### src/rtl/mmc_spi_burst_transfer_layer_if.sv
// Sequencer-side request/response bus of the MMC SPI burst byte engine.
interface mmc_spi_burst_transfer_layer_if #(
    parameter int unsigned P_CNT_W = 10
);
    logic               iMASTER_REQ;
    logic               oMASTER_LOCK;
    logic [7:0]         iMASTER_DATA;
    logic [P_CNT_W-1:0] iMASTER_BURST_LEN;
    logic               oMASTER_VALID;
    logic [7:0]         oMASTER_DATA;
    logic               oMASTER_LAST;
    logic [15:0]        oCRC16;
    logic               oCRC_OK;

    modport slave (
        input  iMASTER_REQ, iMASTER_DATA, iMASTER_BURST_LEN,
        output oMASTER_LOCK, oMASTER_VALID, oMASTER_DATA, oMASTER_LAST, oCRC16, oCRC_OK
    );

    modport master (
        output iMASTER_REQ, iMASTER_DATA, iMASTER_BURST_LEN,
        input  oMASTER_LOCK, oMASTER_VALID, oMASTER_DATA, oMASTER_LAST, oCRC16, oCRC_OK
    );
endinterface

### src/rtl/mmc_spi_burst_transfer_layer.sv
// SPI mode-0 master byte engine with run-time SCLK divider and multi-byte bursts.
// Optional CRC-16-CCITT over received bytes when MMC_SPI_BURST_CRC16_EN is defined.
module mmc_spi_burst_transfer_layer #(
    parameter int unsigned P_DIV_W = 8,
    parameter int unsigned P_CNT_W = 10
) (
    input  logic                 iCLOCK,
    input  logic                 inRESET,
    input  logic                 iRESET_SYNC,
    input  logic [P_DIV_W-1:0]   iCLK_DIV,
    mmc_spi_burst_transfer_layer_if.slave m_if,
    output logic                 oMASTER_INFO_MISO,
    output logic                 oSPI_CLK,
    output logic                 oSPI_MOSI,
    input  logic                 iSPI_MISO
);

    typedef enum logic [1:0] {
        ST_IDLE = 2'd0,
        ST_LOW  = 2'd1,
        ST_HIGH = 2'd2,
        ST_DONE = 2'd3
    } state_t;

    state_t             state_q, state_d;
    logic [7:0]         tx_q, tx_d;
    logic [7:0]         rx_q, rx_d;
    logic [P_CNT_W-1:0] rem_q, rem_d;
    logic [P_DIV_W-1:0] div_q, div_d;
    logic [P_DIV_W-1:0] cnt_q, cnt_d;
    logic [2:0]         bit_q, bit_d;
    logic               lock_q, lock_d;
    logic               valid_q, valid_d;
    logic [7:0]         data_q, data_d;
    logic               last_q, last_d;
    logic               sclk_q, sclk_d;
    logic               mosi_q, mosi_d;

`ifdef MMC_SPI_BURST_CRC16_EN
    logic [15:0]        crc_q, crc_d;
    logic               crc_ok_q, crc_ok_d;

    function automatic logic [15:0] crc16_step(input logic [15:0] c, input logic b);
        return {c[14:0], 1'b0} ^ (((c[15] ^ b) == 1'b1) ? 16'h1021 : 16'h0000);
    endfunction
`endif

    // Next-state, datapath and registered-output computation
    always_comb begin
        state_d = state_q;
        tx_d    = tx_q;
        rx_d    = rx_q;
        rem_d   = rem_q;
        div_d   = div_q;
        cnt_d   = cnt_q;
        bit_d   = bit_q;
        data_d  = data_q;
        valid_d = 1'b0;
        last_d  = 1'b0;
`ifdef MMC_SPI_BURST_CRC16_EN
        crc_d    = crc_q;
        crc_ok_d = 1'b0;
`endif

        unique case (state_q)
            ST_IDLE: begin
                if (m_if.iMASTER_REQ) begin
                    tx_d    = m_if.iMASTER_DATA;
                    rem_d   = m_if.iMASTER_BURST_LEN;
                    div_d   = iCLK_DIV;
                    cnt_d   = '0;
                    bit_d   = '0;
                    state_d = ST_LOW;
`ifdef MMC_SPI_BURST_CRC16_EN
                    crc_d   = 16'h0000;
`endif
                end
            end
            ST_LOW: begin
                if (cnt_q == div_q) begin
                    cnt_d   = '0;
                    rx_d    = {rx_q[6:0], iSPI_MISO};
                    state_d = ST_HIGH;
`ifdef MMC_SPI_BURST_CRC16_EN
                    crc_d   = crc16_step(crc_q, iSPI_MISO);
`endif
                end else begin
                    cnt_d = P_DIV_W'(cnt_q + P_DIV_W'(1));
                end
            end
            ST_HIGH: begin
                if (cnt_q == div_q) begin
                    cnt_d = '0;
                    if (bit_q == 3'd7) begin
                        state_d = ST_DONE;
                    end else begin
                        bit_d   = 3'(bit_q + 3'd1);
                        state_d = ST_LOW;
                    end
                end else begin
                    cnt_d = P_DIV_W'(cnt_q + P_DIV_W'(1));
                end
            end
            ST_DONE: begin
                if (rem_q != '0) begin
                    rem_d   = P_CNT_W'(rem_q - P_CNT_W'(1));
                    tx_d    = 8'hFF;
                    bit_d   = '0;
                    state_d = ST_LOW;
                end else begin
                    state_d = ST_IDLE;
                end
            end
            default: state_d = ST_IDLE;
        endcase

        // Outputs follow the state being entered so they line up with it
        lock_d = (state_d != ST_IDLE);
        sclk_d = (state_d == ST_HIGH);
        mosi_d = ((state_d == ST_LOW) || (state_d == ST_HIGH)) ? tx_d[~bit_d] : 1'b1;
        if (state_d == ST_DONE) begin
            valid_d = 1'b1;
            data_d  = rx_d;
            last_d  = (rem_q == '0);
`ifdef MMC_SPI_BURST_CRC16_EN
            crc_ok_d = (rem_q == '0) && (crc_d == 16'h0000);
`endif
        end

        if (iRESET_SYNC) begin
            state_d = ST_IDLE;
            lock_d  = 1'b0;
            valid_d = 1'b0;
            last_d  = 1'b0;
            data_d  = 8'h00;
            sclk_d  = 1'b0;
            mosi_d  = 1'b1;
`ifdef MMC_SPI_BURST_CRC16_EN
            crc_d    = 16'h0000;
            crc_ok_d = 1'b0;
`endif
        end
    end

    always_ff @(posedge iCLOCK or negedge inRESET) begin
        if (!inRESET) begin
            state_q <= ST_IDLE;
            tx_q    <= 8'h00;
            rx_q    <= 8'h00;
            rem_q   <= '0;
            div_q   <= '0;
            cnt_q   <= '0;
            bit_q   <= '0;
            lock_q  <= 1'b0;
            valid_q <= 1'b0;
            data_q  <= 8'h00;
            last_q  <= 1'b0;
            sclk_q  <= 1'b0;
            mosi_q  <= 1'b1;
        end else begin
            state_q <= state_d;
            tx_q    <= tx_d;
            rx_q    <= rx_d;
            rem_q   <= rem_d;
            div_q   <= div_d;
            cnt_q   <= cnt_d;
            bit_q   <= bit_d;
            lock_q  <= lock_d;
            valid_q <= valid_d;
            data_q  <= data_d;
            last_q  <= last_d;
            sclk_q  <= sclk_d;
            mosi_q  <= mosi_d;
        end
    end

`ifdef MMC_SPI_BURST_CRC16_EN
    always_ff @(posedge iCLOCK or negedge inRESET) begin
        if (!inRESET) begin
            crc_q    <= 16'h0000;
            crc_ok_q <= 1'b0;
        end else begin
            crc_q    <= crc_d;
            crc_ok_q <= crc_ok_d;
        end
    end

    assign m_if.oCRC16  = crc_q;
    assign m_if.oCRC_OK = crc_ok_q;
`else
    assign m_if.oCRC16  = 16'h0000;
    assign m_if.oCRC_OK = 1'b0;
`endif

    assign m_if.oMASTER_LOCK  = lock_q;
    assign m_if.oMASTER_VALID = valid_q;
    assign m_if.oMASTER_DATA  = data_q;
    assign m_if.oMASTER_LAST  = last_q;
    assign oSPI_CLK           = sclk_q;
    assign oSPI_MOSI          = mosi_q;
    assign oMASTER_INFO_MISO  = iSPI_MISO;

endmodule
### src/flat_wrapper.sv
// flat-port wrapper written by rule: the top's interface ports become plain ports
module mmc_spi_burst_transfer_layer_flat 
#(
    parameter int unsigned P_DIV_W = 8,
    parameter int unsigned P_CNT_W = 10
)
  (iCLOCK, inRESET, iRESET_SYNC, iCLK_DIV, oMASTER_INFO_MISO, oSPI_CLK, oSPI_MOSI, iSPI_MISO, m_if_iMASTER_REQ, m_if_iMASTER_DATA, m_if_iMASTER_BURST_LEN, m_if_oMASTER_LOCK, m_if_oMASTER_VALID, m_if_oMASTER_DATA, m_if_oMASTER_LAST, m_if_oCRC16, m_if_oCRC_OK);
  mmc_spi_burst_transfer_layer_if #(.P_CNT_W(P_CNT_W)) m_if_i ();
  input  logic iCLOCK;
  input  logic inRESET;
  input  logic iRESET_SYNC;
  input  logic [P_DIV_W-1:0] iCLK_DIV;
  output logic oMASTER_INFO_MISO;
  output logic oSPI_CLK;
  output logic oSPI_MOSI;
  input  logic iSPI_MISO;
  input wire logic [$bits(m_if_i.iMASTER_REQ)-1:0] m_if_iMASTER_REQ;
  input wire logic [$bits(m_if_i.iMASTER_DATA)-1:0] m_if_iMASTER_DATA;
  input wire logic [$bits(m_if_i.iMASTER_BURST_LEN)-1:0] m_if_iMASTER_BURST_LEN;
  output wire logic [$bits(m_if_i.oMASTER_LOCK)-1:0] m_if_oMASTER_LOCK;
  output wire logic [$bits(m_if_i.oMASTER_VALID)-1:0] m_if_oMASTER_VALID;
  output wire logic [$bits(m_if_i.oMASTER_DATA)-1:0] m_if_oMASTER_DATA;
  output wire logic [$bits(m_if_i.oMASTER_LAST)-1:0] m_if_oMASTER_LAST;
  output wire logic [$bits(m_if_i.oCRC16)-1:0] m_if_oCRC16;
  output wire logic [$bits(m_if_i.oCRC_OK)-1:0] m_if_oCRC_OK;
  assign m_if_i.iMASTER_REQ = m_if_iMASTER_REQ;
  assign m_if_i.iMASTER_DATA = m_if_iMASTER_DATA;
  assign m_if_i.iMASTER_BURST_LEN = m_if_iMASTER_BURST_LEN;
  assign m_if_oMASTER_LOCK = m_if_i.oMASTER_LOCK;
  assign m_if_oMASTER_VALID = m_if_i.oMASTER_VALID;
  assign m_if_oMASTER_DATA = m_if_i.oMASTER_DATA;
  assign m_if_oMASTER_LAST = m_if_i.oMASTER_LAST;
  assign m_if_oCRC16 = m_if_i.oCRC16;
  assign m_if_oCRC_OK = m_if_i.oCRC_OK;
  mmc_spi_burst_transfer_layer #(.P_DIV_W(P_DIV_W), .P_CNT_W(P_CNT_W)) u_core (.iCLOCK(iCLOCK), .inRESET(inRESET), .iRESET_SYNC(iRESET_SYNC), .iCLK_DIV(iCLK_DIV), .m_if(m_if_i), .oMASTER_INFO_MISO(oMASTER_INFO_MISO), .oSPI_CLK(oSPI_CLK), .oSPI_MOSI(oSPI_MOSI), .iSPI_MISO(iSPI_MISO));
endmodule
### config.mk
export PLATFORM = sky130hd
export DESIGN_NAME = mmc_spi_burst_transfer_layer_flat
export DESIGN_NICKNAME = d
export VERILOG_FILES = /design/src/rtl/mmc_spi_burst_transfer_layer_if.sv /design/src/rtl/mmc_spi_burst_transfer_layer.sv /design/src/flat_wrapper.sv
export SDC_FILE = /design/constraint.sdc
export NUM_CORES = 1
export LEC_CHECK = 0
export CORE_MARGIN = 5
export CORE_UTILIZATION = 56
export CTS_CLUSTER_DIAMETER = 80
export CTS_CLUSTER_SIZE = 12
export DETAILED_ROUTE_END_ITERATION = 16
export PLACE_DENSITY = 0.85
export SLEW_MARGIN = 5
export SYNTH_ARGS = -nofsm -noshare
export SYNTH_HDL_FRONTEND = slang
export SYNTH_SLANG_ARGS = --single-unit
### constraint.sdc
create_clock -name iCLOCK -period 5.9 [get_ports iCLOCK]
set_input_delay 1.18 -clock iCLOCK [delete_from_list [all_inputs] [get_ports iCLOCK]]
set_output_delay 1.18 -clock iCLOCK [all_outputs]
set_load 0.02 [all_outputs]
Word level (Yosys, flattened, before mapping)
Cells that the tools add are included.
W data, S select, Z words.
{ "word_totals": {"ff_bits": 60, "in_bits": 31, "out_inout_bits": 31, "elab_cells": 75} }
{ "classes": {"n_addsub": 3, "order_cmp": 1, "eq_ne": 10, "muxes": 35, "bitwise_logic": 1, "reduce_logical": 12} }
{ "op_table": {"columns": ["cell", "count"], "rows": [
  ["$mux W8", 8],
  ["$pmux W8 S2", 2],
  ["$mux W10", 2],
  ["$pmux W10 S2", 1],
  ["$mux W3", 4],
  ["$logic_not A10 Y1", 1],
  ["$mux W1", 10],
  ["$mux W2", 5],
  ["$reduce_bool A10 Y1", 1],
  ["$sub A10 B1 Y10 const B", 1],
  ["$pmux W3 S3", 1],
  ["$add A8 B1 Y8 const B", 1],
  ["$eq A2 B2 Y1 const B", 4],
  ["$eq A8 B8 Y1", 1],
  ["$pmux W2 S4", 1],
  ["$reduce_bool A2 Y1", 4],
  ["$eq A2 B1 Y1 const B", 2],
  ["$lt A3 B4 Y1 const B", 1],
  ["$reduce_and A2 Y1", 2],
  ["$add A3 B1 Y3 const B", 1],
  ["$bmux W1 S3", 1],
  ["$eq A3 B3 Y1 const B", 1],
  ["$not A3 Y3", 1],
  ["$reduce_and A3 Y1", 1],
  ["5 further kinds", 5]
]} }

Longest topological paths before layout
{ "logic_depth": {"depth_word": 9, "mapped_depth": 12, "depth_no_buf": 10} }

Least setup slack after synthesis
No wires, ideal clock.
{ "synth_timing": {"path_kind": "in2reg", "start": "in m_if_iMASTER_REQ", "end": "reg u_core.data_q[6] (netlist: u_core.m_if.oMASTER_DATA[6])", "setup_ns": 0.078, "t_arrival_ns": 2.565, "t_required_ns": 5.822, "path_slack_ns": 3.256, "stages": 8, "n_path_buf": 1, "cell_sequence": "nor2_1 -> inv_1 -> o32ai_1 -> inv_1 -> ha_1 -> clkbuf_1 -> nand2b_1 -> a21oi_1"} }
{ "synth_between": {"elab_chain_len": 4} }
{ "synth_lines": {"columns": ["element", "line", "text"], "rows": [
  ["start, declared", "flat_wrapper.sv:17", "input wire logic [$bits(m_if_i.iMASTER_REQ)-1:0] m_if_iMASTER_REQ;"],
  ["$mux W2", "mmc_spi_burst_transfer_layer.sv:67", "if (m_if.iMASTER_REQ) begin"],
  ["$pmux W2 S4", "mmc_spi_burst_transfer_layer.sv:65", "unique case (state_q)"],
  ["$eq A2 B2 Y1", "mmc_spi_burst_transfer_layer.sv:121", "if (state_d == ST_DONE) begin"],
  ["$reduce_bool A2 Y1 (no source line)", null, null],
  ["end signal, assigned", "mmc_spi_burst_transfer_layer.sv:170", "data_q <= data_d;"],
  ["end, declared", "mmc_spi_burst_transfer_layer.sv:34", "logic [7:0] data_q, data_d;"]
]} }
No other way between the ends.
A chain may end at the register's enable or synchronous reset.

Worst setup path in the final report
{ "layout_timing": {"start": "in m_if_iMASTER_REQ", "end": "reg u_core.rem_q[2]"} }
{ "layout_between": {"elab_chain_len": 2} }
{ "layout_lines": {"columns": ["element", "line", "text"], "rows": [
  ["$ne A2 B2 Y1 (no source line)", null, null],
  ["$reduce_and A3 Y1 (no source line)", null, null],
  ["end signal, assigned", "mmc_spi_burst_transfer_layer.sv:164", "rem_q <= rem_d;"],
  ["end, declared", "mmc_spi_burst_transfer_layer.sv:28", "logic [P_CNT_W-1:0] rem_q, rem_d;"]
]} }
No other way between the ends.

==> impl_summary.txt <==
----------------------------------------------------
[Floorplan]
  Height of the die ... 87.1 microns
  Initial Util ... 56.9%
  Placeable core region ... ~6000 sq um
  Die Wd ... roughly 87 microns
  Ports placed on the boundary ... 62
  Overall die area ... around 7600 sq um
  Cell row count ... 28

[Detailed routing]
  Detailed-routing wirelength on met1 ... 3.04 mm
  Max Used Layer ... met4
  Post-DR vias/cell ... ~5.6
  Initial DRT Pass Iterations ... 7
  Vias after detailed routing ... around 2700
  Post-detailed-route DRC marker count ... 0
  Routed Wire Length ... about 7 mm
  Detailed router's first-iteration violation count ... 209
  Routed len/inst ... ~15 microns
  Met2 WL post-DR ... 3.43 mm
  Number of nets with antenna violations after detailed routing ... 0
  Sum of met3 wire segment lengths after detailed routing ... 437 microns

[Place]
  Routability-driven placement congestion ratio ... 0.865
  Total half-perimeter wirelength after legalization and detailed placement ... 4.94 mm
  IO buf count ... 44
  Placed cell area ... approximately 3700 sq um

[GRT]
  Number of antenna violations at the first check in global routing ... 0
  Pin count of the biggest net entering global routing ... 61
  Overall fraction of global-route tracks in use ... 20.2%
  Wire length of the first global-routing pass ... 12.0 mm
  Via count of the first global-routing pass ... 2653
  Final global-route overflow total ... 0

[Yosys]
  Dominant combinational cell family by area after synthesis ... simple AND/OR/NAND/NOR gates
  Mux contribution to synthesized area ... 5.11%
  Post-synthesis sequential element count ... 60
  Asr flop ratio synth ... 100%
  Share of the synthesized area in the top cell type ... between 40% and 50%
  Dominant synthesized flop cell ... sky130_fd_sc_hd__dfrtp_1
  Post-synthesis area per instance ... about 9.2 sq um
  Cell type contributing the most total cell area after synthesis ... sky130_fd_sc_hd__dfrtp_1
  Top cells by area, synth ... sky130_fd_sc_hd__dfrtp_1 (44%), sky130_fd_sc_hd__nand2_1 (7.1%), sky130_fd_sc_hd__a21oi_1 (4.7%)
  Parity-gate share of the synthesized area counting xor and xnor cells ... 2.63%
  Number of enable-type register cells in the synthesized netlist ... 0
  Number of distinct standard cells referenced by the synthesized netlist ... 50
  Compound-gate portion of the synthesized area ... 15.2%
  Area fraction in and, or, nand and nor cells after synthesis ... between 20 and 25%
  Adder and majority gate portion of the synthesized area ... 3.76%
  Total standard cell area after synthesis ... around 3300 sq um
  Part of the Yosys area used for sequential elements ... 45.2%
  Cell count after synthesis ... 360
  Number of warning messages in the yosys log ... 0

[STA]
  Total count of hold-check failures in the final report ... 0
  Worst Tran Pin Value ... 0.926 ns
  # setup viols final ... 0
  Highest clock rate ... 287 MHz
  Tcrit/Tclk final ... roughly 59%
  Setup repair after global routing missed its margin ... no
  Setup TNS ... 0 ns
  Clock skew ... 0.00718 ns
  Final Slew Violations ... 0
  Time the final worst path needs with I/O delays and setup ... 3.48 ns
  Headroom to the max-slew limit ... 38.2%

[Clocking]
  PostCTS Resize Cnt ... 0
  TritonCTS sink count ... 60
  Clk slew on worst S/H paths ... 0.07 ns
  Number of buffers created by CTS ... 9
  Longest Clk Path Bufs ... 2
  Later-pin clock latency in the skew report ... between 0.3 and 0.4 ns
  Number of hold buffers added after cts ... 0
  H-Tree Depth ... 3
  Buffer type at the clock tree root ... sky130_fd_sc_hd__clkbuf_8
  Post CTS Setup Buffer Count ... 0
  CTS tree ... yes

[Worst hold path]
  Hold WC Path Type ... flop to flop
  Worst hold path stage count ... 1
  Hold wc startpoint ... u_core.rx_q[7]
  Sink of the worst hold path ... u_core.rx_q[7]

[Setup path]
  Depth of the most critical reg-to-reg path ... 10
  WS Path Type ... primary input to flop
  Crit start category ... primary input
  Cell repeated most along the worst path ... sky130_fd_sc_hd__a21oi_1
  Worst EP required ... 6.18 ns
  Largest incremental delay on the critical path ... 0.68 ns
  Startpoint of the lowest-slack register-to-register path ... u_core.rem_q[0]
  Cell with the largest stage delay on the worst path ... sky130_fd_sc_hd__clkdlybuf4s50_1
  Data arrival, critical path ... 3.76 ns
  Terminus of the critical flop-to-flop path ... u_core.m_if.oMASTER_LAST
  Endpoint type of the worst setup path ... flop
  Critical path cell sequence ... clkdlybuf4s50_1, and2_0, a21oi_1, a21oi_1, nand2_1, mux2i_1, a222oi_1, inv_1
  Crit path max-delay family ... compound AO/OA/AOI/OAI gates
  Critical path peak fanout ... 14
  Register-to-register setup slack ... 2.65 ns
  Launch point of the critical path ... m_if_iMASTER_REQ
  Combined buffer and inverter count along the critical path ... 2

[Finish]
  Area used by multi-input combinational logic ... 1620 sq um
  Number of antenna diodes ... 0
  Share of final-layout standard cells stronger than drive strength 1 ... 7.88%
  Filler cells ... roughly 470
  Synth-to-Final Area Change ... 18.1%
  Number of nets at the end of the flow ... 442
  Most used cells in the layout excluding fill and tap cells ... sky130_fd_sc_hd__nand2_1 (63), sky130_fd_sc_hd__dfrtp_1 (59), sky130_fd_sc_hd__clkdlybuf4s50_1 (43)
  Most common library cell in the layout ignoring fill and taps ... sky130_fd_sc_hd__nand2_1
  Register cell area after layout ... 1500 sq um
  Final Util ... 67.2%
  Design area ... 3930 sq um

[Power and ir drop]
  IR drop worst, VDD ... around 0.19 mV
  Leakage Power ... 1.81 nW
  Power per unit of standard cell area ... about 270 nW/um^2

[Flow run]
  Max Cap Violations ... 0

[Outcome]
  Result of the run ... finished, final reports clean

----------------------------------------------------
## state kept, by name, summed over array words and instances (netlist names), 2 cells and up
signal and flops:
u_core.div_q 8, u_core.m_if.oMASTER_DATA 8, u_core.cnt_q 8, u_core.tx_q 8, u_core.state_q 2, u_core.rx_q 8
u_core.rem_q 10, u_core.bit_q 3
## cells by family after synthesis
family,after synthesis
other,1
and+or+nand+nor,133
muxes,16
buffers and inverters,50
AOI/OAI and AO/OA,80
DFF,60
xor gates and xnor gates,10
adders and majority gates,10
## layout make-up
cell class | count | area share [%]
Inverter | 19 | 1.81
Clock buffer | 9 | 3.15
Multi-Input combinational cell | 266 | 41.2
Sequential cell | 60 | 38.2
Clock inverter | 7 | 1.94
Timing Repair Buffer | 45 | 11.3
Tap cell | 75 | 2.39
## cells in the mapped netlist, drive strengths merged, types with 2 or more instances
cell type  number
o21ai          18
nor3            3
a21boi          2
a32oi           4
buf            21
o31ai           3
a31oi           2
xor2            9
mux2            8
inv            19
nor2           18
nand3           7
clkbuf         10
a221o           4
nor2b           6
dfrtp          59
and3            2
a21oi          31
a22o            3
or3             2
nor4            3
ha             10
and2            2
nand4           3
mux2i           8
nand2          64
nand3b          7
nand2b         13
o32ai           2
a222oi          2
## worst max-delay path by stage
stage / endpoint / slack, ns / cells past startpoint
after floorplan: u_core.m_if.oMASTER_DATA[6] / 3.26 / 8
after global placement: u_core.rem_q[2] / 2.18 / 8
after detailed placement: u_core.rem_q[2] / 2.04 / 8
after CTS: u_core.rem_q[2] / 2.39 / 8
after global routing: u_core.rem_q[2] / 2.12 / 8
final: u_core.rem_q[2] / 2.42 / 8
## power by group
group / switching [mW] / internal, mW / total (mW)
Combinational: 0.119 / 0.0855 / 0.205
Clock: 0.175 / 0.197 / 0.372
Sequential: 0.0358 / 0.456 / 0.492
Total: 0.330 / 0.738 / 1.07
## layer usage
layer | global-route usage [%] | up-vias
met3 | 5.68 | 18
met2 | 31.1 | 81
met5 | 0 | -
met4 | 9.62 | 0
met1 | 26.4 | 1313
li1 | - | 1300
## stage by stage
step           total power [mW]  worst slack (ns)  hold WS [ns]  instances
2_1_floorplan             0.641              3.26         0.465        376
3_3_place_gp              0.693              2.18         0.481        465
3_5_place_dp              0.702              2.04         0.490        465
4_1_cts                    1.07              2.39         0.508        481
5_1_grt                    1.12              2.12         0.518        481
6_report                   1.07              2.42         0.501        481
No activity file was read; power rests on OpenSTA's default activity.
==> edit 1 (same flow settings) <==
Build with the macro `MMC_SPI_BURST_CRC16_EN` defined.
--- a/src/rtl/mmc_spi_burst_transfer_layer.sv
+++ b/src/rtl/mmc_spi_burst_transfer_layer.sv
@@ -1,4 +1,6 @@
 // SPI mode-0 master byte engine with run-time SCLK divider and multi-byte bursts.
 // Optional CRC-16-CCITT over received bytes when MMC_SPI_BURST_CRC16_EN is defined.
+`define MMC_SPI_BURST_CRC16_EN
+
 module mmc_spi_burst_transfer_layer #(
     parameter int unsigned P_DIV_W = 8,
Behaviour: not the same (Yosys sat finds a counterexample within 4 cycles, from zero or initial values and one cycle with inRESET low).
==> edit 1 against the unedited design <==
Worst setup slack worse by 0.33 ns. Via count grew 23%. Sequential cell count up 17. Sequential share of layout area increased by 1.9 points. Routed wire length up 33%. Design area rose by 22%. Area after synthesis grew 17%. Register-to-register slack got worse by 0.51 ns. Power increased by 23%. Largest power group unchanged. Largest cell class is now flip-flops and latches. Combinational power rose by 7%.
==> edit 1: results (changes against the unedited design) <==
| Metric | Value |
|---|---|
| Clock skew | `0.00989 ns (+0.00271 ns)` |
| Status | `finished, final reports clean` |
| Largest net degree at the start of global routing | `78 (+28%)` |
| Vias per cell | `5.84 (+3.5%)` |
| Net count, final | `511 (+16%)` |
| Met2 global-route usage | `35.5% (+4.4 points)` |
| VDD IR max | `0.000159 V (-15%)` |
| Iteration-0 DRC count of the detailed router | `294 (+41%)` |
| Routed met2 length | `4470 microns (+30%)` |
| GRT Total Usage | `22.3% (+2.1 points)` |
| Post-DP Area | `0.00456 sq mm (+22%)` |
| Worst-margin pin slew | `1.15 ns (+0.227 ns)` |
| Critical path's largest stage delay | `0.52 ns (-0.16 ns)` |
| Switching power share of the total | `27.8% (-3.1 points)` |
| GR Util met3 | `3.78% (-1.9 points)` |
| Leak | `2.16 nW (+20%)` |
| Routed wl met3 | `625 microns (+43%)` |
| Drt wl/cell | `16.5 microns (+12%)` |
| Netlist cell types | `55 (+10%)` |
| Placed Cells | `554 (+19%)` |
| DR pass1 iterations | `5 (-2)` |
| Synth Instances | `415 (+15%)` |
| Total wire length | `9400 microns (+33%)` |
| Largest register FFs | `16 (+6)` |
| Setup WS pre-CTS | `1.89 ns (-0.150 ns)` |
| Met1 usage | `29.9% (+3.5 points)` |
| Synth cell count leaders | `dfrtp_1, nand2_1, nor2_1` |
| Share of cells above drive strength 1 | `6.96% (-0.92 points)` |
| Final HPWL DP | `6250 microns (+27%)` |
| IO Port Bufs | `61 (+39%)` |
| Clock power frac | `36.8% (+2.0 points)` |
| Seq pwr | `0.611 mW (+24%)` |
| Global-route wire length before repair | `15400 microns (+28%)` |
| Crit path arrival time | `4.11 ns (+0.35 ns)` |
| Number of global-route vias before repair | `3213 (+21%)` |
| Clock transition at path regs | `0.09 ns (+0.02 ns)` |
| Leading post-synthesis cells by cell area | `dfrtp_1, nand2_1, nor2_1, ha_1, a22oi_1` |
| Sequential fraction of the synthesis area | `49.4% (+4.3 points)` |
| Pwr per Cell Area | `274 mW/mm^2 (+0.76%)` |
edit 1: cell count changes in the layout (fill, tap and decap cells not counted), moves of 12 or more:
cell	delta
nand2_1	+12
nor2_1	+33
dfrtp_1	+17
conb_1	-17
clkdlybuf4s50_1	+17
a22oi_1	+16
edit 1: cell type report:
class | instances | area (sq um)
Clock inverter | 7 | 123
Multi-Input combinational cell | 305 | 1840
Tap cell | 96 | 120
Timing Repair Buffer | 63 | 623
Fill cell | 491 | 1990
Clock buffer | 9 | 124
Sequential cell | 77 | 1930
Inverter | 13 | 48.8
edit 1: kinds of logic after synthesis:
kind of cell / Yosys count / synth area share [%]
AO/OA/AOI/OAI: 100 / 18.1
flip-flops: 77 / 49.4
multiplexers: 8 / 2.21
XOR/XNOR: 12 / 2.69
adder cells (fa/ha/maj): 11 / 3.53
buffers and inverters: 33 / 3.46
AND/OR/NAND/NOR: 174 / 20.6
edit 1: worst paths after layout:
path	cells past startpoint	slack, ns	to	start
worst min-delay path	1	0.48	u_core.tx_q[7]$_DFF_PN0_	u_core.tx_q[7]$_DFF_PN0_
min in group asynchronous	1	0.97	u_core.m_if.oCRC16[12]$_DFF_PN0_	inRESET
worst min register to register	1	0.48	u_core.tx_q[7]$_DFF_PN0_	u_core.tx_q[7]$_DFF_PN0_
max in group asynchronous	1	4.31	u_core.tx_q[2]$_DFF_PN0_	inRESET
worst max register to register	12	2.14	u_core.m_if.oCRC_OK$_DFF_PN0_	u_core.rem_q[0]$_DFFE_PN0P_
worst max-delay path	10	2.09	u_core.m_if.oCRC_OK$_DFF_PN0_	m_if_iMASTER_REQ
edit 1: critical path: cells and delay by family:
family / cells / cell delay (ns)
buffers and inverters: 2 / 0.60
AOI/OAI and AO/OA: 3 / 0.61
adders and majority gates: 1 / 0.52
and+or+nand+nor: 4 / 1.20
==> edit 2 (same flow settings) <==
Made on the original files. `rx_q` no longer has a reset.
--- a/src/rtl/mmc_spi_burst_transfer_layer.sv
+++ b/src/rtl/mmc_spi_burst_transfer_layer.sv
@@ -147,5 +147,4 @@
             state_q <= ST_IDLE;
             tx_q    <= 8'h00;
-            rx_q    <= 8'h00;
             rem_q   <= '0;
             div_q   <= '0;
@@ -161,5 +160,4 @@
             state_q <= state_d;
             tx_q    <= tx_d;
-            rx_q    <= rx_d;
             rem_q   <= rem_d;
             div_q   <= div_d;
@@ -175,4 +173,8 @@
     end
 
+    always_ff @(posedge iCLOCK) begin
+        rx_q <= rx_d;
+    end
+
 `ifdef MMC_SPI_BURST_CRC16_EN
     always_ff @(posedge iCLOCK or negedge inRESET) begin
Formal check against the unedited RTL: no difference found for any inputs over 10 cycles, from zero or initial values and one cycle with inRESET low; that may be too few to reach the edited logic, so the function may still have changed.
==> edit 2 against the unedited design <==
Worst setup slack gained 0.028 ns. Count of clock-buffer cells in the layout rose by 2. Clock skew down 0.0020 ns. Via count fell by 3.3%. Critical path depth did not move. Hold slack got worse by 0.015 ns. Routed wire length down 2.9%. Area after synthesis down 1.2%. Sequential cell count is the same. Power decreased by 1.9%. Design area is 1.4% lower. First-iteration DRC count down 25%. Critical path type unchanged. Largest cell class unchanged.
==> edit 2: results (changes against the unedited design) <==
| Metric | Value |
|---|---|
| Adder-Cell Fraction of Synth Area | `3.81% (+0.046 points)` |
| Clock transition at path regs | `roughly 0.06 ns` |
| Largest net degree at the start of global routing | `53 (-13%)` |
| Post_cts resized | `0 (unchanged)` |
| Uppermost layer routed | `met4` |
| Clock skew | `0.00522 ns (-0.00197 ns)` |
| Synth Area in XOR/XNOR | `2.66% (+0.032 points)` |
| Setup WS pre-CTS | `2.15 ns (+0.102 ns)` |
| Drt wl/cell | `14.3 microns (-2.9%)` |
| Non-Filler Instances | `481 (unchanged)` |
| GRT Total Usage | `19.9% (-0.27 points)` |
| Fillers | `487 (+3.4%)` |
| Via count | `2623 (-3.3%)` |
| Leading post-synthesis cells by cell area | `dfrtp_1, nand2_1, dfxtp_1, a21oi_1, buf_4` |
| Antenna violations before repair | `0 (unchanged)` |
| Crit path arrival time | `3.73 ns (-0.03 ns)` |
| Worst-margin pin slew | `0.893 ns (-0.0333 ns)` |
| Sequential fraction of the synthesis area | `44.5% (-0.67 points)` |
| Pwr per Cell Area | `271 mW/mm^2 (-0.50%)` |
| Routed wl met3 | `307 microns (-30%)` |
| Met1 usage | `25.2% (-1.2 points)` |
| Worst hold slack | `0.487 ns (-0.0147 ns)` |
| Clock Path Buffers | `2 (unchanged)` |
| Worst Hold Launch | `u_core.rx_q[7]$_DFF_P_` |
| Netlist cell types | `51 (+2.0%)` |
| Compound-Gate Fraction of Synth Area | `15.4% (+0.18 points)` |
| Worst setup endpoint | `u_core.rem_q[2]$_DFFE_PN0P_` |
| Top FF cell, synth | `dfrtp_1` |
| VDD IR max | `0.000198 V (+6.3%)` |
| Status | `finished, final reports clean` |
| Setup violators final | `0 (unchanged)` |
| Largest register FFs | `10 (unchanged)` |
| Wl on met1 | `3000 microns (-1.3%)` |
| Post-DP Area | `0.00369 sq mm (-1.1%)` |
| Crit path from | `m_if_iMASTER_REQ` |
| Worst-Skew Late Latency | `0.34 ns` |
| Share of cells above drive strength 1 | `7.39% (-0.49 points)` |
| DR pass1 iterations | `4 (-3)` |
| Synth async-reset ratio | `86.7% (-13 points)` |
| Iteration-0 DRC count of the detailed router | `157 (-25%)` |
| Htree depth | `3 (unchanged)` |
| Critical path's largest stage delay | `0.70 ns (+0.02 ns)` |
| GR Util met3 | `4.09% (-1.6 points)` |
| Met2 global-route usage | `32.1% (+1.0 points)` |
| Synth cell count leaders | `nand2_1, dfrtp_1, a21oi_1` |
| Routed met2 length | `3340 microns (-2.5%)` |
| RD Place Congestion | `0.837 (-3.3%)` |
| Final HPWL DP | `5020 microns (+1.7%)` |
| Global-route wire length before repair | `11800 microns (-1.8%)` |
| Mux contribution to synthesized area | `5.18% (+0.062 points)` |
| Leak | `1.76 nW (-2.6%)` |
| Slowest-stage cell, CP | `clkdlybuf4s50_1` |
| PnR worst setup slack | `2.44 ns (+0.0276 ns)` |
[edit 2: changes by cell type after synthesis, sizes merged]
cell / change
dfrtp: -8
dfxtp: +8
[edit 2: final cells by class]
class | instances | share of cell area (%)
Clock buffer | 11 | 3.39
Sequential cell | 60 | 37.8
Clock inverter | 5 | 1.36
Inverter | 19 | 1.84
Timing Repair Buffer | 45 | 11.4
Tap cell | 75 | 2.42
Multi-Input combinational cell | 266 | 41.8
[edit 2: how the worst min path moves through the flow]
stage               cells after the start                      to
finish                                  1  u_core.rx_q[7]$_DFF_P_
floorplan                               1  u_core.rx_q[7]$_DFF_P_
global route                            1  u_core.rx_q[7]$_DFF_P_
global placement                        1  u_core.rx_q[7]$_DFF_P_
CTS                                     1  u_core.rx_q[7]$_DFF_P_
detailed placement                      1  u_core.rx_q[7]$_DFF_P_
[edit 2: report_power, final]
part	switching, mW	internal [mW]
registers	0.0365	0.456
logic	0.117	0.0853
clock network	0.160	0.193
total	0.314	0.734
